[config.mk]
export PLATFORM = sky130hd
export DESIGN_NAME = bounce_scanner_flat
export DESIGN_NICKNAME = d
export VERILOG_FILES = /design/src/rtl/bounce_scanner_pkg.sv /design/src/rtl/bounce_scanner_if.sv /design/src/rtl/bounce_eval.sv /design/src/rtl/bounce_scanner.sv /design/src/flat_wrapper.sv
export SDC_FILE = /design/constraint.sdc
export NUM_CORES = 1
export LEC_CHECK = 0
export CAP_MARGIN = 20
export CORE_MARGIN = 5
export CORE_UTILIZATION = 45
export DETAILED_ROUTE_END_ITERATION = 8
export GPL_ROUTABILITY_DRIVEN = 0
export PLACE_DENSITY = 0.69
export RECOVER_POWER = 25
export SYNTH_ARGS = -nofsm -noshare
export SYNTH_HDL_FRONTEND = slang
export SYNTH_SLANG_ARGS = --single-unit
[constraint.sdc]
create_clock -name clk -period 5 [get_ports clk]
set_input_delay 1 -clock clk [delete_from_list [all_inputs] [get_ports clk]]
set_output_delay 1 -clock clk [all_outputs]
set_load 0.01 [all_outputs]
[src/rtl/bounce_scanner_pkg.sv]
// Shared definitions for the bounce scanner: bounce direction codes and
// the scanner state encoding.
package bounce_scanner_pkg;

    // Bounce direction reported with a hit
    typedef enum logic [1:0] {
        B_UP    = 2'd0,
        B_DOWN  = 2'd1,
        B_LEFT  = 2'd2,
        B_RIGHT = 2'd3
    } dir_e;

    // Scanner sequencing states
    typedef enum logic [1:0] {
        S_IDLE  = 2'd0,
        S_SCAN  = 2'd1,
        S_DRAIN = 2'd2,
        S_DONE  = 2'd3
    } state_e;

endpackage

[src/rtl/bounce_scanner_if.sv]
// Bus between the game FSM / brick-state RAM (master) and the scanner (slave).
// SCAN_ALL_EN adds the hit_cnt result.
interface bounce_scanner_if #(
    parameter int IDX_W   = 5,
    parameter int COORD_W = 10,
    parameter int RAD_W   = 6
);
    logic               start;
    logic [COORD_W-1:0] b_x;
    logic [COORD_W-1:0] b_y;
    logic [RAD_W-1:0]   b_radius;
    logic [IDX_W-1:0]   obj_addr;
    logic               obj_rd;
    logic               obj_alive;
    logic [COORD_W-1:0] obj_x;
    logic [COORD_W-1:0] obj_y;
    logic [RAD_W-1:0]   obj_rx;
    logic [RAD_W-1:0]   obj_ry;
    logic               busy;
    logic               done;
    logic               hit;
    logic [IDX_W-1:0]   hit_idx;
    logic [1:0]         hit_dir;
`ifdef SCAN_ALL_EN
    logic [IDX_W:0]     hit_cnt;

    modport master (
        output start, b_x, b_y, b_radius, obj_alive, obj_x, obj_y, obj_rx, obj_ry,
        input  obj_addr, obj_rd, busy, done, hit, hit_idx, hit_dir, hit_cnt
    );
    modport slave (
        input  start, b_x, b_y, b_radius, obj_alive, obj_x, obj_y, obj_rx, obj_ry,
        output obj_addr, obj_rd, busy, done, hit, hit_idx, hit_dir, hit_cnt
    );
`else
    modport master (
        output start, b_x, b_y, b_radius, obj_alive, obj_x, obj_y, obj_rx, obj_ry,
        input  obj_addr, obj_rd, busy, done, hit, hit_idx, hit_dir
    );
    modport slave (
        input  start, b_x, b_y, b_radius, obj_alive, obj_x, obj_y, obj_rx, obj_ry,
        output obj_addr, obj_rd, busy, done, hit, hit_idx, hit_dir
    );
`endif
endinterface

[src/rtl/bounce_eval.sv]
// Combinational overlap and bounce-direction check of the ball against one
// table entry. All sums are two bits wider than a coordinate so that objects
// near the right/bottom edge cannot wrap around and be missed.
module bounce_eval
    import bounce_scanner_pkg::*;
#(
    parameter int COORD_W = 10,
    parameter int RAD_W   = 6
) (
    input  logic [COORD_W-1:0] b_x,
    input  logic [COORD_W-1:0] b_y,
    input  logic [RAD_W-1:0]   r,
    input  logic               alive,
    input  logic [COORD_W-1:0] ox,
    input  logic [COORD_W-1:0] oy,
    input  logic [RAD_W-1:0]   rx,
    input  logic [RAD_W-1:0]   ry,
    output logic               hit,
    output logic [1:0]         dir
);
    localparam int W = COORD_W + 2;

    logic [W-1:0] bxw, byw, rw, hw, oxw, oyw, rxw, ryw;
    logic         range_x, range_y;

    assign bxw = W'(b_x);
    assign byw = W'(b_y);
    assign rw  = W'(r);
    assign hw  = W'(r >> 1);
    assign oxw = W'(ox);
    assign oyw = W'(oy);
    assign rxw = W'(rx);
    assign ryw = W'(ry);

    // Overlap on both axes, then pick the face that was crossed
    always_comb begin
        range_x = (bxw < rw + oxw + rxw) && (bxw + rw + rxw >= oxw);
        range_y = (byw < rw + oyw + ryw) && (byw + rw + ryw >= oyw);
        hit     = alive && range_x && range_y;
        dir     = B_DOWN;
        if ((bxw < oxw) && (bxw + hw + rxw < oxw))
            dir = B_LEFT;
        else if ((bxw > oxw) && (bxw > hw + oxw + rxw))
            dir = B_RIGHT;
        else if (byw < oyw)
            dir = B_UP;
    end
endmodule

[src/rtl/bounce_scanner.sv]
// Sequential collision scanner: reads one table entry per clock, evaluates
// it the following cycle and reports the lowest-index hit.
// Optional SCAN_ALL_EN: never stop early and count all live hits (hit_cnt).
module bounce_scanner
    import bounce_scanner_pkg::*;
#(
    parameter int NUM_OBJ = 32,
    parameter int IDX_W   = 5,
    parameter int COORD_W = 10,
    parameter int RAD_W   = 6
) (
    input logic             clk,
    input logic             rst_n,
    bounce_scanner_if.slave bus
);
    localparam logic [IDX_W-1:0] LAST = IDX_W'(NUM_OBJ - 1);

    state_e             st;
    logic [COORD_W-1:0] bx, by;
    logic [RAD_W-1:0]   br;
    logic [IDX_W-1:0]   addr, eval_idx, hit_idx_q;
    logic               rd_q, eval_vld, busy_q, done_q, hit_q;
    logic [1:0]         hit_dir_q, e_dir;
    logic               e_hit, eval_hit, stop;

    bounce_eval #(.COORD_W(COORD_W), .RAD_W(RAD_W)) u_eval (
        .b_x  (bx),
        .b_y  (by),
        .r    (br),
        .alive(bus.obj_alive),
        .ox   (bus.obj_x),
        .oy   (bus.obj_y),
        .rx   (bus.obj_rx),
        .ry   (bus.obj_ry),
        .hit  (e_hit),
        .dir  (e_dir)
    );

    // Returned data is only meaningful the cycle after a read was issued
    assign eval_hit = eval_vld && e_hit;

`ifdef SCAN_ALL_EN
    logic [IDX_W:0] cnt_q;
    assign stop        = 1'b0;
    assign bus.hit_cnt = cnt_q;
`else
    assign stop = eval_hit;
`endif

    // A hit squashes the read being issued in the same cycle, so nothing
    // past the hitting entry is fetched beyond the one already in flight.
    assign bus.obj_rd   = rd_q && !stop;
    assign bus.obj_addr = addr;
    assign bus.busy     = busy_q;
    assign bus.done     = done_q;
    assign bus.hit      = hit_q;
    assign bus.hit_idx  = hit_idx_q;
    assign bus.hit_dir  = hit_dir_q;

    // Scan FSM with evaluate stage and result registers
    always_ff @(posedge clk or negedge rst_n) begin
        if (!rst_n) begin
            st        <= S_IDLE;
            bx        <= '0;
            by        <= '0;
            br        <= '0;
            addr      <= '0;
            rd_q      <= 1'b0;
            eval_vld  <= 1'b0;
            eval_idx  <= '0;
            busy_q    <= 1'b0;
            done_q    <= 1'b0;
            hit_q     <= 1'b0;
            hit_idx_q <= '0;
            hit_dir_q <= '0;
`ifdef SCAN_ALL_EN
            cnt_q     <= '0;
`endif
        end else begin
            eval_vld <= bus.obj_rd;
            eval_idx <= addr;
            if (eval_hit) begin
                if (!hit_q) begin
                    hit_q     <= 1'b1;
                    hit_idx_q <= eval_idx;
                    hit_dir_q <= e_dir;
                end
`ifdef SCAN_ALL_EN
                if (cnt_q != (IDX_W+1)'(NUM_OBJ))
                    cnt_q <= cnt_q + 1'b1;
`endif
            end
            case (st)
                S_IDLE: begin
                    if (bus.start) begin
                        bx        <= bus.b_x;
                        by        <= bus.b_y;
                        br        <= bus.b_radius;
                        hit_q     <= 1'b0;
                        hit_idx_q <= '0;
                        hit_dir_q <= '0;
`ifdef SCAN_ALL_EN
                        cnt_q     <= '0;
`endif
                        addr      <= '0;
                        rd_q      <= 1'b1;
                        busy_q    <= 1'b1;
                        st        <= S_SCAN;
                    end
                end
                S_SCAN: begin
                    if (stop) begin
                        rd_q   <= 1'b0;
                        done_q <= 1'b1;
                        st     <= S_DONE;
                    end else if (addr == LAST) begin
                        rd_q <= 1'b0;
                        st   <= S_DRAIN;
                    end else begin
                        addr <= addr + 1'b1;
                    end
                end
                S_DRAIN: begin
                    done_q <= 1'b1;
                    st     <= S_DONE;
                end
                S_DONE: begin
                    done_q <= 1'b0;
                    busy_q <= 1'b0;
                    addr   <= '0;
                    st     <= S_IDLE;
                end
                default: st <= S_IDLE;
            endcase
        end
    end
endmodule

[src/flat_wrapper.sv]
// flat-port wrapper written by rule: the top's interface ports become plain ports
module bounce_scanner_flat import bounce_scanner_pkg::*;
#(
    parameter int NUM_OBJ = 32,
    parameter int IDX_W   = 5,
    parameter int COORD_W = 10,
    parameter int RAD_W   = 6
)
  (clk, rst_n, bus_start, bus_b_x, bus_b_y, bus_b_radius, bus_obj_alive, bus_obj_x, bus_obj_y, bus_obj_rx, bus_obj_ry, bus_obj_addr, bus_obj_rd, bus_busy, bus_done, bus_hit, bus_hit_idx, bus_hit_dir);
  bounce_scanner_if #(.IDX_W(IDX_W), .COORD_W(COORD_W), .RAD_W(RAD_W)) bus_i ();
  input logic clk;
  input logic rst_n;
  input wire logic [$bits(bus_i.start)-1:0] bus_start;
  input wire logic [$bits(bus_i.b_x)-1:0] bus_b_x;
  input wire logic [$bits(bus_i.b_y)-1:0] bus_b_y;
  input wire logic [$bits(bus_i.b_radius)-1:0] bus_b_radius;
  input wire logic [$bits(bus_i.obj_alive)-1:0] bus_obj_alive;
  input wire logic [$bits(bus_i.obj_x)-1:0] bus_obj_x;
  input wire logic [$bits(bus_i.obj_y)-1:0] bus_obj_y;
  input wire logic [$bits(bus_i.obj_rx)-1:0] bus_obj_rx;
  input wire logic [$bits(bus_i.obj_ry)-1:0] bus_obj_ry;
  output wire logic [$bits(bus_i.obj_addr)-1:0] bus_obj_addr;
  output wire logic [$bits(bus_i.obj_rd)-1:0] bus_obj_rd;
  output wire logic [$bits(bus_i.busy)-1:0] bus_busy;
  output wire logic [$bits(bus_i.done)-1:0] bus_done;
  output wire logic [$bits(bus_i.hit)-1:0] bus_hit;
  output wire logic [$bits(bus_i.hit_idx)-1:0] bus_hit_idx;
  output wire logic [$bits(bus_i.hit_dir)-1:0] bus_hit_dir;
  assign bus_i.start = bus_start;
  assign bus_i.b_x = bus_b_x;
  assign bus_i.b_y = bus_b_y;
  assign bus_i.b_radius = bus_b_radius;
  assign bus_i.obj_alive = bus_obj_alive;
  assign bus_i.obj_x = bus_obj_x;
  assign bus_i.obj_y = bus_obj_y;
  assign bus_i.obj_rx = bus_obj_rx;
  assign bus_i.obj_ry = bus_obj_ry;
  assign bus_obj_addr = bus_i.obj_addr;
  assign bus_obj_rd = bus_i.obj_rd;
  assign bus_busy = bus_i.busy;
  assign bus_done = bus_i.done;
  assign bus_hit = bus_i.hit;
  assign bus_hit_idx = bus_i.hit_idx;
  assign bus_hit_dir = bus_i.hit_dir;
  bounce_scanner #(.NUM_OBJ(NUM_OBJ), .IDX_W(IDX_W), .COORD_W(COORD_W), .RAD_W(RAD_W)) u_core (.clk(clk), .rst_n(rst_n), .bus(bus_i));
endmodule
; ---- Word level (Yosys, flattened, before mapping)
; Cells that the tools add are included.
[classes]
add_sub_neg = 13
n_lt_le_gt_ge = 9
eq_ne = 9
mux = 29
reduce_logical = 20
[ops]
columns = op, count
row1 = $add A11 B6 Y12, 6
row2 = $mux W5, 7
row3 = $ge A12 B10 Y1, 2
row4 = $lt A10 B12 Y1, 2
row5 = $add A10 B6 Y11, 2
row6 = $add A6 B10 Y11, 2
row7 = $lt A10 B10 Y1, 2
row8 = $mux W2, 9
row9 = $pmux W5 S3, 1
row10 = $gt A10 B12 Y1, 1
row11 = $lt A12 B10 Y1, 1
row12 = $add A10 B5 Y11, 1
row13 = $add A5 B10 Y11, 1
row14 = $gt A10 B10 Y1, 1
row15 = $logic_and A1 B1 Y1, 8
row16 = $mux W1, 8
row17 = $pmux W2 S4, 1
row18 = $reduce_and A2 Y1, 4
row19 = $ne A2 B2 Y1 const B, 3
row20 = $reduce_bool A3 Y1, 2
row21 = $add A5 B1 Y5 const B, 1
row22 = $eq A5 B5 Y1 const B, 1
row23 = $eq A2 B2 Y1 const B, 2
row24 = $pmux W1 S2, 2
row25 = other kinds (9), 10
[totals]
register_bits = 50
inputBits = 62
output_inout_bits = 16
word_cells = 93

; ---- Depth between registers and ports, before layout
[logic_depth]
ltp_word = 10
mapped_depth = 22

; ---- By module
; A second synthesis with hierarchy kept.
[unflattened]
hier_cells = 642
hier_area_um2 = 6135.9
[modules_own_cells]
columns = mod, instances, cells_per_inst, area_each_um2
row1 = bounce_eval, 1, 480, 4095.2
row2 = bounce_scanner, 1, 162, 2040.7

; ---- Worst setup path before layout
; OpenSTA, ideal clock, no wires.
[synth_path]
path_kind = input to output
from = input bus_obj_rx[1]
to = output bus_obj_rd
arrival_ns = 4.218
required_time_ns = 4.000
path_slack_ns = -0.218
cell_stages = 15
path_buffers = 0
cell_sequence = fa_1 ha_1 fa_1 a21o_1 a21oi_1 o21bai_1 a21oi_1 nor2_1 xor2_1 ha_1 nand2_1 nor3_1 o211ai_1 a311oi_4 a21oi_1
[synth_via]
elab_chain_cells = 8
word_cells_on_any_way = 10
[synth_rtl]
columns = item, line
row1 = from (decl), flat_wrapper.sv:20  ; input wire logic [$bits(bus_i.obj_rx)-1:0] bus_obj_rx;
row2 = $add A11 B6 Y12, bounce_eval.sv:37  ; range_x = (bxw < rw + oxw + rxw) && (bxw + rw + rxw >= oxw);
row3 = $lt A10 B12 Y1 or $ge A12 B10 Y1 (tied branches), bounce_eval.sv:37
row4 = $logic_and A1 B1 Y1 *, bounce_eval.sv:37
row5 = $logic_and A1 B1 Y1 * (2 in series), bounce_eval.sv:39  ; hit = alive && range_x && range_y;
row6 = $logic_and A1 B1 Y1 *, bounce_scanner.sv:40  ; assign eval_hit = eval_vld && e_hit;
row7 = $logic_not A1 Y1 *, bounce_scanner.sv:52  ; assign bus.obj_rd = rd_q && !stop;
row8 = $logic_and A1 B1 Y1 *, bounce_scanner.sv:52
row9 = to (decl), flat_wrapper.sv:23  ; output wire logic [$bits(bus_i.obj_rd)-1:0] bus_obj_rd;
; Mark *: on every way between the ends. The rest lies on a longest branch, timed or not.

; ---- Worst setup path in the final report
[layout_path]
from = input bus_obj_rx[2]
to = output bus_obj_rd
; The elaborated chain is that of the path after synthesis.

==> results_dict.tcl <==
set metrics [dict create \
    power-per-cell-area_mw_per_mm2 768 \
    grtUsageMet2_pct 37.2 \
    ys_seq_elements 50 \
    numCtsBuffers 5 \
    grt_pass1_vias 6074 \
    clock_latency_ns 0.30 \
    antenna_found_initial 0 \
    drt_iter0_drc 236 \
    cap_viol_max_count 1 \
    slew_headroom_pct -37.4 \
    crit_fanout 2 \
    cp.required_ns 4.00 \
    synth_edf_count 0 \
    cp-end-kind "primary output" \
    synth.cell_area_mm2 0.00622 \
    setup_viol 1 \
    core_area_mm2 0.0137 \
    dpl.hpwl_um 14200 \
    fmaxAchievable_ghz 0.186 \
    synth_warnings 0 \
    outcome "finished with violations" \
    synthFlopType "dfrtp_1" \
    clockBufferDepth 2 \
    met3_usage_pct 3.76 \
    ant_nets 0 \
    io_buffers 77 \
    die_w_um 128 \
    tightest_slew_ns 2.06 \
    dpl.cell_count 1039 \
    crit_type "in -> out" \
    fp.dieArea_mm2 0.0163 \
    fin_skew_ns 0.00944 \
    netlist_instances 686 \
    finalCriticalPeriod_ns 5.39 \
    rows 43 \
    drt_wl_total_um 17400 \
    stdcell_count 1057 \
    dp_slack_ns -1.37 \
    vdd_ir_drop_max_mv 0.278 \
    yosysUniqueCellTypes 64 \
    busiest_layer "met2" \
    syn_to_final_growth_pct 36.6 \
    clk_pin_slew_ns 0.07 \
    die_h_um 128 \
    cts_htree_levels 2 \
    fin_util_pct 61.9 \
    antennaDiodeCount 0 \
    fin_crit_sh_pct 108 \
    start_kind "input port" \
    cts_root_buffer "clkbuf_16" \
    drc 0 \
    critPathArrivalTime_ns 4.39 \
    yosysSeqAreaShare_pct 20.1 \
    hold_viol 0 \
    final_common_cell "buf_4" \
    async_reset_ff_share_pct 100 \
    leakage_nw 4.23 \
    boundaryPins 78 \
    viasPerCell 5.39 \
    grt_max_degree 51 \
    synth_nets 909 \
    vias 5696 \
    drive_above_1_share_pct 23.1 \
    violations "max-capacitance violations, max-slew violations, negative setup slack" \
    grt_usage_pct 21.6 \
    cts_tree "done" \
    grt_pass1_wl_um 29100 \
    post_drt_wl_per_cell_um 16.5 \
    maxSlewViolCount 39 \
    syn_avg_cell_area_um2 9.07 \
    use_met1_pct 28.3 \
    layout.cells.most_common_list "117 x buf_4, 108 x ha_1, 97 x nand2_1" \
    nNetsFinal 1099 \
    drt-pass1-iter-count 4 \
    grt.overflow.total 0 \
    fillers 1159 \
    clock_sinks 50 \
    initial_core_util_pct 45.3 \
    fin_ws_ns -0.387 \
    hp-class "reg -> reg" \
    rsz0062_at_grt "yes" \
]
where the power goes:
group	switching [mW]	internal (mW)	leakage (nW)
Combinational	2.70	2.72	3.52
Sequential	0.201	0.549	0.636
Clock	0.156	0.201	0.0770
Total	3.06	3.47	4.23
repair_timing:
item | CTS | global route
pin swaps | 54 | 39
hold buffers | 0 | 0
gates resized for setup | 86 | 30
setup endpoints to repair | 18 | 17
setup buffers | 12 | 3
kinds of logic after synthesis:
family	after synthesis	share of synthesized area [%]
fa+ha+maj	161	37.2
mux	3	0.503
flops	50	20.1
xor+xnor	38	5.35
simple gates	206	15.4
compound gates	163	17.4
buf+inv	65	3.94
final timing paths:
path                                                    startpoint  slack (ns)                            endpoint  depth (start not counted)
worst max-delay path                                 bus_obj_rx[2]       -0.39                          bus_obj_rd                         17
worst min-delay path            u_core.bus.obj_addr[4]$_DFFE_PN0P_        0.49        u_core.eval_idx[4]$_DFF_PN0_                          0
worst max register to register            u_core.br[2]$_DFFE_PN0P_        0.52            u_core.st[1]$_DFFE_PN0P_                         18
worst min register to register  u_core.bus.obj_addr[4]$_DFFE_PN0P_        0.49        u_core.eval_idx[4]$_DFF_PN0_                          0
max in group asynchronous                                    rst_n        1.93            u_core.bx[0]$_DFFE_PN0P_                          2
min in group asynchronous                                    rst_n        0.71  u_core.bus.obj_addr[3]$_DFFE_PN0P_                          1
worst max-delay path: stages:
cell      delay (ns)
buf_8           0.10
fa_1            0.50
buf_4           0.16
fa_2            0.36
a21o_1          0.19
a21oi_2         0.14
o21bai_1        0.11
a21oi_2         0.18
nor2_1          0.07
xor2_1          0.14
ha_1            0.32
nand2_2         0.08
nor3_4          0.14
o211ai_1        0.23
a311oi_4        0.38
a21oi_2         0.12
buf_2           0.15
cells in the mapped netlist, drive strengths merged, types with 3 or more instances:
library cell / n / share of area [%]
ha: 121 / 24
nand2: 99 / 6.0
inv: 54 / 3.3
dfrtp: 50 / 20
a21oi: 43 / 3.5
fa: 40 / 13
o21ai: 35 / 2.8
nor2: 32 / 2.0
a21o: 27 / 3.3
xnor2: 24 / 3.4
xor2: 14 / 2.0
nand3: 13 / 1.0
nand4: 12 / 1.2
nor3: 12 / 0.97
a211oi: 9 / 1.1
clkbuf: 9 / 0.54
nand2b: 8 / 0.80
nor2b: 7 / 0.70
o211ai: 7 / 0.84
o21bai: 6 / 0.72
o21a: 5 / 0.60
a211o: 4 / 0.56
a31o: 4 / 0.56
and3: 3 / 0.30
and4: 3 / 0.46
nor4: 3 / 0.30
or2: 3 / 0.30
routing by layer:
metal	part of all wire, %	up-vias	wire length (um)
met4	2.6	0	456
met2	49	128	8470
met3	4.7	40	823
met1	44	2717	7640
met5	0	-	0
li1	-	2811	-
cell type report:
| class | count | area (um^2) | share of cell area [%] |
|---|---|---|---|
| clock buffers | 6 | 139 | 1.63 |
| clock inverters | 2 | 17.5 | 0.206 |
| flip-flops and latches | 50 | 1250 | 14.7 |
| repair buffers | 194 | 1620 | 19.1 |
| well taps | 180 | 225 | 2.65 |
| inverters | 54 | 203 | 2.39 |
| multi-input cells | 571 | 5040 | 59.3 |
stage by stage:
| step | cell area (um^2) | setup TNS, ns | power (mW) | hold WS, ns |
|---|---|---|---|---|
| after global placement | 8010 | -9.58 | 5.38 | 0.467 |
| after detailed placement | 8010 | -11.69 | 5.65 | 0.468 |
| after global routing | 8500 | -0.587 | 7.23 | 0.520 |
| after CTS | 8390 | -0.401 | 6.35 | 0.495 |
| after floorplan | 6260 | -0.0408 | 3.86 | 0.463 |
| final | 8500 | -0.387 | 6.53 | 0.489 |
state kept, by name, indices dropped and copies added, names as in the netlist:
name                 count
u_core.st                2
u_core.bus.hit_idx       5
u_core.br                6
u_core.bus.hit           1
u_core.bus.obj_addr      5
u_core.bus.busy          1
u_core.rd_q              1
u_core.eval_idx          5
u_core.eval_vld          1
u_core.bx               10
u_core.bus.done          1
u_core.by               10
u_core.bus.hit_dir       2
Power figures use the tool's default switching activity.
